## src/rtl/collector_pkg.sv

```systemverilog
// Shared definitions for the verdict collector: beat tags, serializer
// states, the captured record layout and the default queue depth.
package collector_pkg;

  localparam int DEPTH_DEFAULT = 4;
  localparam int REC_W         = 194;

  localparam logic [1:0] TAG_TS   = 2'd0;
  localparam logic [1:0] TAG_OUT0 = 2'd1;
  localparam logic [1:0] TAG_OUT1 = 2'd2;

  typedef enum logic [1:0] {
    ST_IDLE = 2'd0,
    ST_TS   = 2'd1,
    ST_OUT0 = 2'd2,
    ST_OUT1 = 2'd3
  } state_t;

  // One captured verdict: when it happened, which outputs were active and
  // both raw output values (only the masked ones are ever emitted).
  typedef struct packed {
    logic [63:0] ts;
    logic [1:0]  mask;
    logic [63:0] out0;
    logic [63:0] out1;
  } record_t;

endpackage

```

## src/rtl/verdict_collector_record_fifo.sv

```systemverilog
// Synchronous record queue. Pointers carry one extra wrap bit so full and
// empty are distinguished without a separate counter. The storage itself is
// not reset; clearing the pointers is enough to discard its contents.
module record_fifo
  import collector_pkg::*;
#(
  parameter int DEPTH = DEPTH_DEFAULT
) (
  input  logic    clk,
  input  logic    rst,
  input  logic    push,
  input  record_t din,
  input  logic    pop,
  output record_t dout,
  output logic    full,
  output logic    empty,
  output logic    last_one
);

  localparam int AW = $clog2(DEPTH);
  localparam logic [AW:0] PTR_ONE  = {{AW{1'b0}}, 1'b1};
  localparam logic [AW:0] FULL_CNT = (AW + 1)'(DEPTH);

  logic [REC_W-1:0] mem_q [DEPTH];
  logic [AW:0]      wr_q, wr_d;
  logic [AW:0]      rd_q, rd_d;
  logic [AW:0]      count;

  // Occupancy flags and next pointer values.
  always_comb begin
    count    = wr_q - rd_q;
    full     = (count == FULL_CNT);
    empty    = (count == '0);
    last_one = (count == PTR_ONE);
    wr_d     = push ? (wr_q + PTR_ONE) : wr_q;
    rd_d     = pop  ? (rd_q + PTR_ONE) : rd_q;
    dout     = record_t'(mem_q[rd_q[AW-1:0]]);
  end

  // Record storage; a push into a full queue that pops on the same edge
  // overwrites the slot being released, which is the intended behaviour.
  always_ff @(posedge clk) begin
    if (push) begin
      mem_q[wr_q[AW-1:0]] <= REC_W'(din);
    end
  end

  // Pointer registers.
  always_ff @(posedge clk or negedge rst) begin
    if (!rst) begin
      wr_q <= '0;
      rd_q <= '0;
    end else begin
      wr_q <= wr_d;
      rd_q <= rd_d;
    end
  end

endmodule

```

## src/rtl/verdict_collector.sv

```systemverilog
// Timestamps monitor verdicts, queues them as records and serializes each
// record onto a valid/ready stream as a timestamp beat followed by the
// active output values, flagging and counting records lost to a full queue.
module verdict_collector
  import collector_pkg::*;
#(
  parameter int DEPTH = DEPTH_DEFAULT,
  parameter int CNT_W = 16
) (
  input  logic               clk,
  input  logic               rst,
  input  logic               en,
  input  logic signed [63:0] output_0,
  input  logic signed [63:0] output_1,
  input  logic               output_0_aktv,
  input  logic               output_1_aktv,
  output logic               m_valid,
  input  logic               m_ready,
  output logic [63:0]        m_data,
  output logic [1:0]         m_tag,
  output logic               m_last,
  output logic               overflow,
  output logic [CNT_W-1:0]   drop_cnt
);

  localparam logic [CNT_W-1:0] CNT_ONE = {{(CNT_W-1){1'b0}}, 1'b1};

  state_t           state_q, state_d;
  logic [63:0]      ts_q, ts_d;
  logic             overflow_q, overflow_d;
  logic [CNT_W-1:0] drop_cnt_q, drop_cnt_d;

  record_t in_rec;
  record_t head;
  logic    capture, fire, pop, push, drop;
  logic    full, empty, last_one;

  record_fifo #(.DEPTH(DEPTH)) u_fifo (
    .clk      (clk),
    .rst      (rst),
    .push     (push),
    .din      (in_rec),
    .pop      (pop),
    .dout     (head),
    .full     (full),
    .empty    (empty),
    .last_one (last_one)
  );

  // Beat contents decoded from the current state and the head record; the
  // head only changes on a pop, so a stalled beat stays stable.
  always_comb begin
    m_valid = (state_q != ST_IDLE);
    m_data  = '0;
    m_tag   = TAG_TS;
    m_last  = 1'b0;
    case (state_q)
      ST_TS: begin
        m_data = head.ts;
      end
      ST_OUT0: begin
        m_data = head.out0;
        m_tag  = TAG_OUT0;
        m_last = !head.mask[1];
      end
      ST_OUT1: begin
        m_data = head.out1;
        m_tag  = TAG_OUT1;
        m_last = 1'b1;
      end
      default: ;
    endcase
  end

  // Capture, drop and serializer next-state decisions.
  always_comb begin
    capture = en && (output_0_aktv || output_1_aktv);
    fire    = m_valid && m_ready;
    pop     = fire && m_last;
    push    = capture && (!full || pop);
    drop    = capture && full && !pop;

    in_rec.ts   = ts_q;
    in_rec.mask = {output_1_aktv, output_0_aktv};
    in_rec.out0 = output_0;
    in_rec.out1 = output_1;

    ts_d       = en ? (ts_q + 64'd1) : ts_q;
    overflow_d = overflow_q || drop;
    drop_cnt_d = (drop && (drop_cnt_q != '1)) ? (drop_cnt_q + CNT_ONE) : drop_cnt_q;

    state_d = state_q;
    case (state_q)
      ST_IDLE: begin
        if (!empty) state_d = ST_TS;
      end
      ST_TS: begin
        if (fire) state_d = head.mask[0] ? ST_OUT0 : ST_OUT1;
      end
      ST_OUT0: begin
        if (fire) begin
          if (head.mask[1])          state_d = ST_OUT1;
          else if (!last_one || push) state_d = ST_TS;
          else                        state_d = ST_IDLE;
        end
      end
      ST_OUT1: begin
        if (fire) state_d = (!last_one || push) ? ST_TS : ST_IDLE;
      end
      default: state_d = ST_IDLE;
    endcase
  end

  // Serializer state, timestamp and overflow bookkeeping.
  always_ff @(posedge clk or negedge rst) begin
    if (!rst) begin
      state_q    <= ST_IDLE;
      ts_q       <= '0;
      overflow_q <= 1'b0;
      drop_cnt_q <= '0;
    end else begin
      state_q    <= state_d;
      ts_q       <= ts_d;
      overflow_q <= overflow_d;
      drop_cnt_q <= drop_cnt_d;
    end
  end

  assign overflow = overflow_q;
  assign drop_cnt = drop_cnt_q;

endmodule

```

## config.mk

```make
export PLATFORM = sky130hd
export DESIGN_NAME = verdict_collector
export DESIGN_NICKNAME = d
export VERILOG_FILES = /design/src/rtl/collector_pkg.sv /design/src/rtl/verdict_collector_record_fifo.sv /design/src/rtl/verdict_collector.sv
export SDC_FILE = /design/constraint.sdc
export NUM_CORES = 1
export LEC_CHECK = 0
export ABC_AREA = 1
export ABC_CLOCK_PERIOD_IN_PS = 8150
export CAP_MARGIN = 20
export CORE_MARGIN = 8
export CORE_UTILIZATION = 50
export DETAILED_ROUTE_END_ITERATION = 8
export PLACE_DENSITY = 0.7
export SYNTH_ARGS = -nofsm -noshare
export SYNTH_HDL_FRONTEND = slang
export SYNTH_HIERARCHICAL = 1
export SYNTH_SLANG_ARGS = --single-unit
```

## constraint.sdc

```tcl
create_clock -name clk -period 8.15 [get_ports clk]
set_clock_uncertainty 0.15 [all_clocks]
set_input_delay 0.815 -clock clk [delete_from_list [all_inputs] [get_ports clk]]
set_output_delay 0.815 -clock clk [all_outputs]
set_load 0.01 [all_outputs]
```

==> flow_summary.ini <==
[die]
ioPinCount = 219
dieHeight_um = 287.7
start_util_pct = 50.57
placementRows = 99
dieArea_um2 = 82740
core_area_um2 = 72960
die_w_um = 287.7

[timing]
setup-tns-final_ns = 0
tightest_slew_ns = 0.9912
final.min_clock_period_ns = 5.452
slew_viol_final = 0
timing.slew.headroom_pct = 33.92
setup-violations-final = 0
fmax_ghz = 0.1834
finalCritPeriodShare_pct = 66.90
rsz0062_at_grt = no
hold_violations = 0

[power]
cellPowerDensity_nw_per_um2 = 350.8
ir_drop_uv = 435.0
p_leak_nw = 16.49

[yosys]
synth_fa_ha_area_share_pct = 0.3255
syn-mean-instance-area_um2 = 11.24
synthXorXnorAreaFrac_pct = 1.353
ys_seq_area_share_pct = 69.19
syn-num-nets = 3427
synth_compound_area_share_pct = 9.570
synthMuxAreaShare_pct = 0.03052
async_flop_share_pct = 10.29
yosys.area_share.simple_pct = 12.32
synth_top_family_by_area = simple AND/OR/NAND/NOR gates
synth_area_leaders = edfxtp_1 63%, nand2_1 8.1%, dfrtp_1 6.0%
synth_cells = 3284
ys_types = 35
yosysWarnings = 6
synth_edf_count = 776
netlist.area_leader.share_pct = 63.16
yosysTopAreaCell = edfxtp_1
ys_ff_latch = 865
synth-main-ff-cell = edfxtp_1
syn_area_um2 = 36900

[setup_path]
cp.arrival_ns = 4.49
path_max_fanout = 248
crit_chain = buf_12 > buf_12 > o21ai_0 > nand2_1 > nand2_1 > nand3_1 > clkdlybuf4s50_1
worstSetupPathType = register to output port
rr_endpoint = u_fifo/mem_q[2][67]$_DFFE_PP_
cpMaxStageDelayCell = dfrtp_4
slowest_delay_ns = 1.05
rrSetupSlack_ns = 3.54
crit_required_ns = 7.18
r2r_start = u_fifo/rd_q[0]$_DFFE_PN0P_
reg2reg_depth = 10
crit_path_end_kind = output port
start_kind = register

[place]
post-dp-hpwl_um = 49470
port_buffers = 218
placed_area_um2 = 39710
gp_congestion = 0.8892

[worst_hold_path]
hold_path_class = register to register
min_to = overflow$_DFF_PN0_
min-delay-start = overflow$_DFF_PN0_
hold_depth = 1

[clock_network]
cts_setup_buffers = 0
clk_pin_slew_ns = 0.07
cts_tree = done
clock_path_buffers = 3
cts.sinks = 865
insertion_delay_ns = 0.64
cts_made_buffers = 89
root_buffer = clkbuf_16
htree_levels = 3

[detailed_routing]
vias = 23668
ant_nets = 0
drt_iter0_markers = 2248
avgViaCountPerCell = 5.267
route.final.wire_length_um = 82780
routedWlPerCell_um = 18.42
drcViolationCount = 0
first_pass_iters = 7

[cells_and_area]
fill_cells = 5839
area_growth_pct = 15.90
fin_area_um2 = 42760
final-seq-area_um2 = 25540
fin_nets = 3603
drive_gt1_share_pct = 5.866
multi_input_area_um2 = 8723

[grt]
antenna_found_initial = 5
grt_use_total_pct = 19.70
grt_first_pass_wirelength_um = 127900
grt_pass1_vias = 22120
grt_overflow_total = 0
grt_max_degree = 249

[run]
cap_violations = 0

[outcome]
status = complete, no violations
-- repair_timing --
item                       4_1_cts  5_1_grt
hold buffers                     1        0
gates resized for setup          0        0
setup endpoints to repair        0        0
hold endpoints to repair        10        0
-- per-stage QoR --
| stage | setup slack (ns) | total power, mW | hold slack (ns) | util (%) | std cells |
|---|---|---|---|---|---|
| finish | 2.698 | 15.00 | 0.3776 | 58.61 | 4494 |
| global placement | 3.411 | 10.92 | 0.3443 | 54.43 | 4325 |
| floorplan | 1.833 | 9.261 | 0.3398 | - | 3284 |
| global route | 2.319 | 15.86 | 0.3870 | 58.60 | 4490 |
| CTS | 2.664 | 15.12 | 0.3697 | 58.53 | 4486 |
| detailed placement | 3.363 | 11.00 | 0.3429 | 54.43 | 4325 |
-- cell families (layout without fill, tap and decap cells) --
| kind of cell | count (synthesis) | count (layout) |
|---|---|---|
| XOR/XNOR | 57 | 57 |
| buffers and inverters | 643 | 888 |
| other | 0 | 6 |
| AO/OA/AOI/OAI | 604 | 604 |
| flip-flops | 865 | 865 |
| adder cells (fa/ha/maj) | 9 | 9 |
| AND/OR/NAND/NOR | 1105 | 1105 |
| multiplexers | 1 | 1 |
-- flip-flops by register name, indices dropped and copies added (netlist names) --
register and flops:
u_fifo/rd_q 3, state_q 2, u_fifo/mem_q 776, overflow 1, drop_cnt 16, ts_q 64
u_fifo/wr_q 3
-- cells in the mapped netlist (8+ instances only) --
master      n
a21oi_1   197
buf_1      10
buf_2      93
buf_6      13
clkbuf_1   31
dfrtp_1    89
edfxtp_1  776
ha_1        8
inv_1     484
nand2_1   800
nand3_1   111
nand4_1    16
nor2_1    125
nor2_4     10
nor3_1     12
o211ai_1  194
o21ai_0   202
xnor2_1    23
xor2_1     34
-- worst max-delay path: cells and delay by family (launching register included) --
| family | cells | cell delay [ns] |
|---|---|---|
| AND/OR/NAND/NOR | 3 | 0.36 |
| AO/OA/AOI/OAI | 1 | 0.23 |
| buffers and inverters | 3 | 1.95 |
| flip-flops | 1 | 1.05 |
-- cells in the final DEF, fill, tap and decap left out, types with 23 or more instances in the layout --
cell type,n
a21oi_1,197
clkdlybuf4s50_1,217
o211ai_1,194
clkbuf_16,90
nor2_1,123
dfrtp_1,87
o21ai_0,202
xnor2_1,23
xor2_1,34
nand2_1,800
edfxtp_1,776
inv_1,479
nand3_1,111
-- routing by layer --
layer,track usage (%),share of wire [%]
met5,0,0.017
met2,30.72,46
met4,5.394,2.0
met1,28.61,45
met3,3.295,6.2
-- worst max path at each step --
stage                               start  depth (start not counted)  slack [ns]                            to
6_report       u_fifo/rd_q[0]$_DFFE_PN0P_                          7        2.70                    m_data[25]
5_1_grt        u_fifo/rd_q[0]$_DFFE_PN0P_                          7        2.32                    m_data[32]
4_1_cts        u_fifo/rd_q[0]$_DFFE_PN0P_                          7        2.66                    m_data[20]
3_5_place_dp   u_fifo/rd_q[0]$_DFFE_PN0P_                          7        3.36                    m_data[20]
3_3_place_gp   u_fifo/rd_q[0]$_DFFE_PN0P_                          7        3.41                    m_data[20]
2_1_floorplan  u_fifo/rd_q[0]$_DFFE_PN0P_                         12        1.83  u_fifo/mem_q[3][0]$_DFFE_PP_
-- cell type report --
cell class                 count  share of cell area [%]
clock buffer                 108                   5.495
antenna                        6                 0.03511
tap                          959                   2.806
sequential                   865                   59.72
inverter                     489                   4.374
clock inverter                52                   1.478
timing repair buffer         239                   5.694
multi-input combinational   1776                   20.40
-- power by group --
group | internal [mW] | switching, mW | leakage, nW
clock network | 2.42 | 1.68 | 1.45
registers | 5.68 | 0.338 | 8.22
logic | 1.73 | 3.16 | 6.83
(Power assumes the default switching activity.)
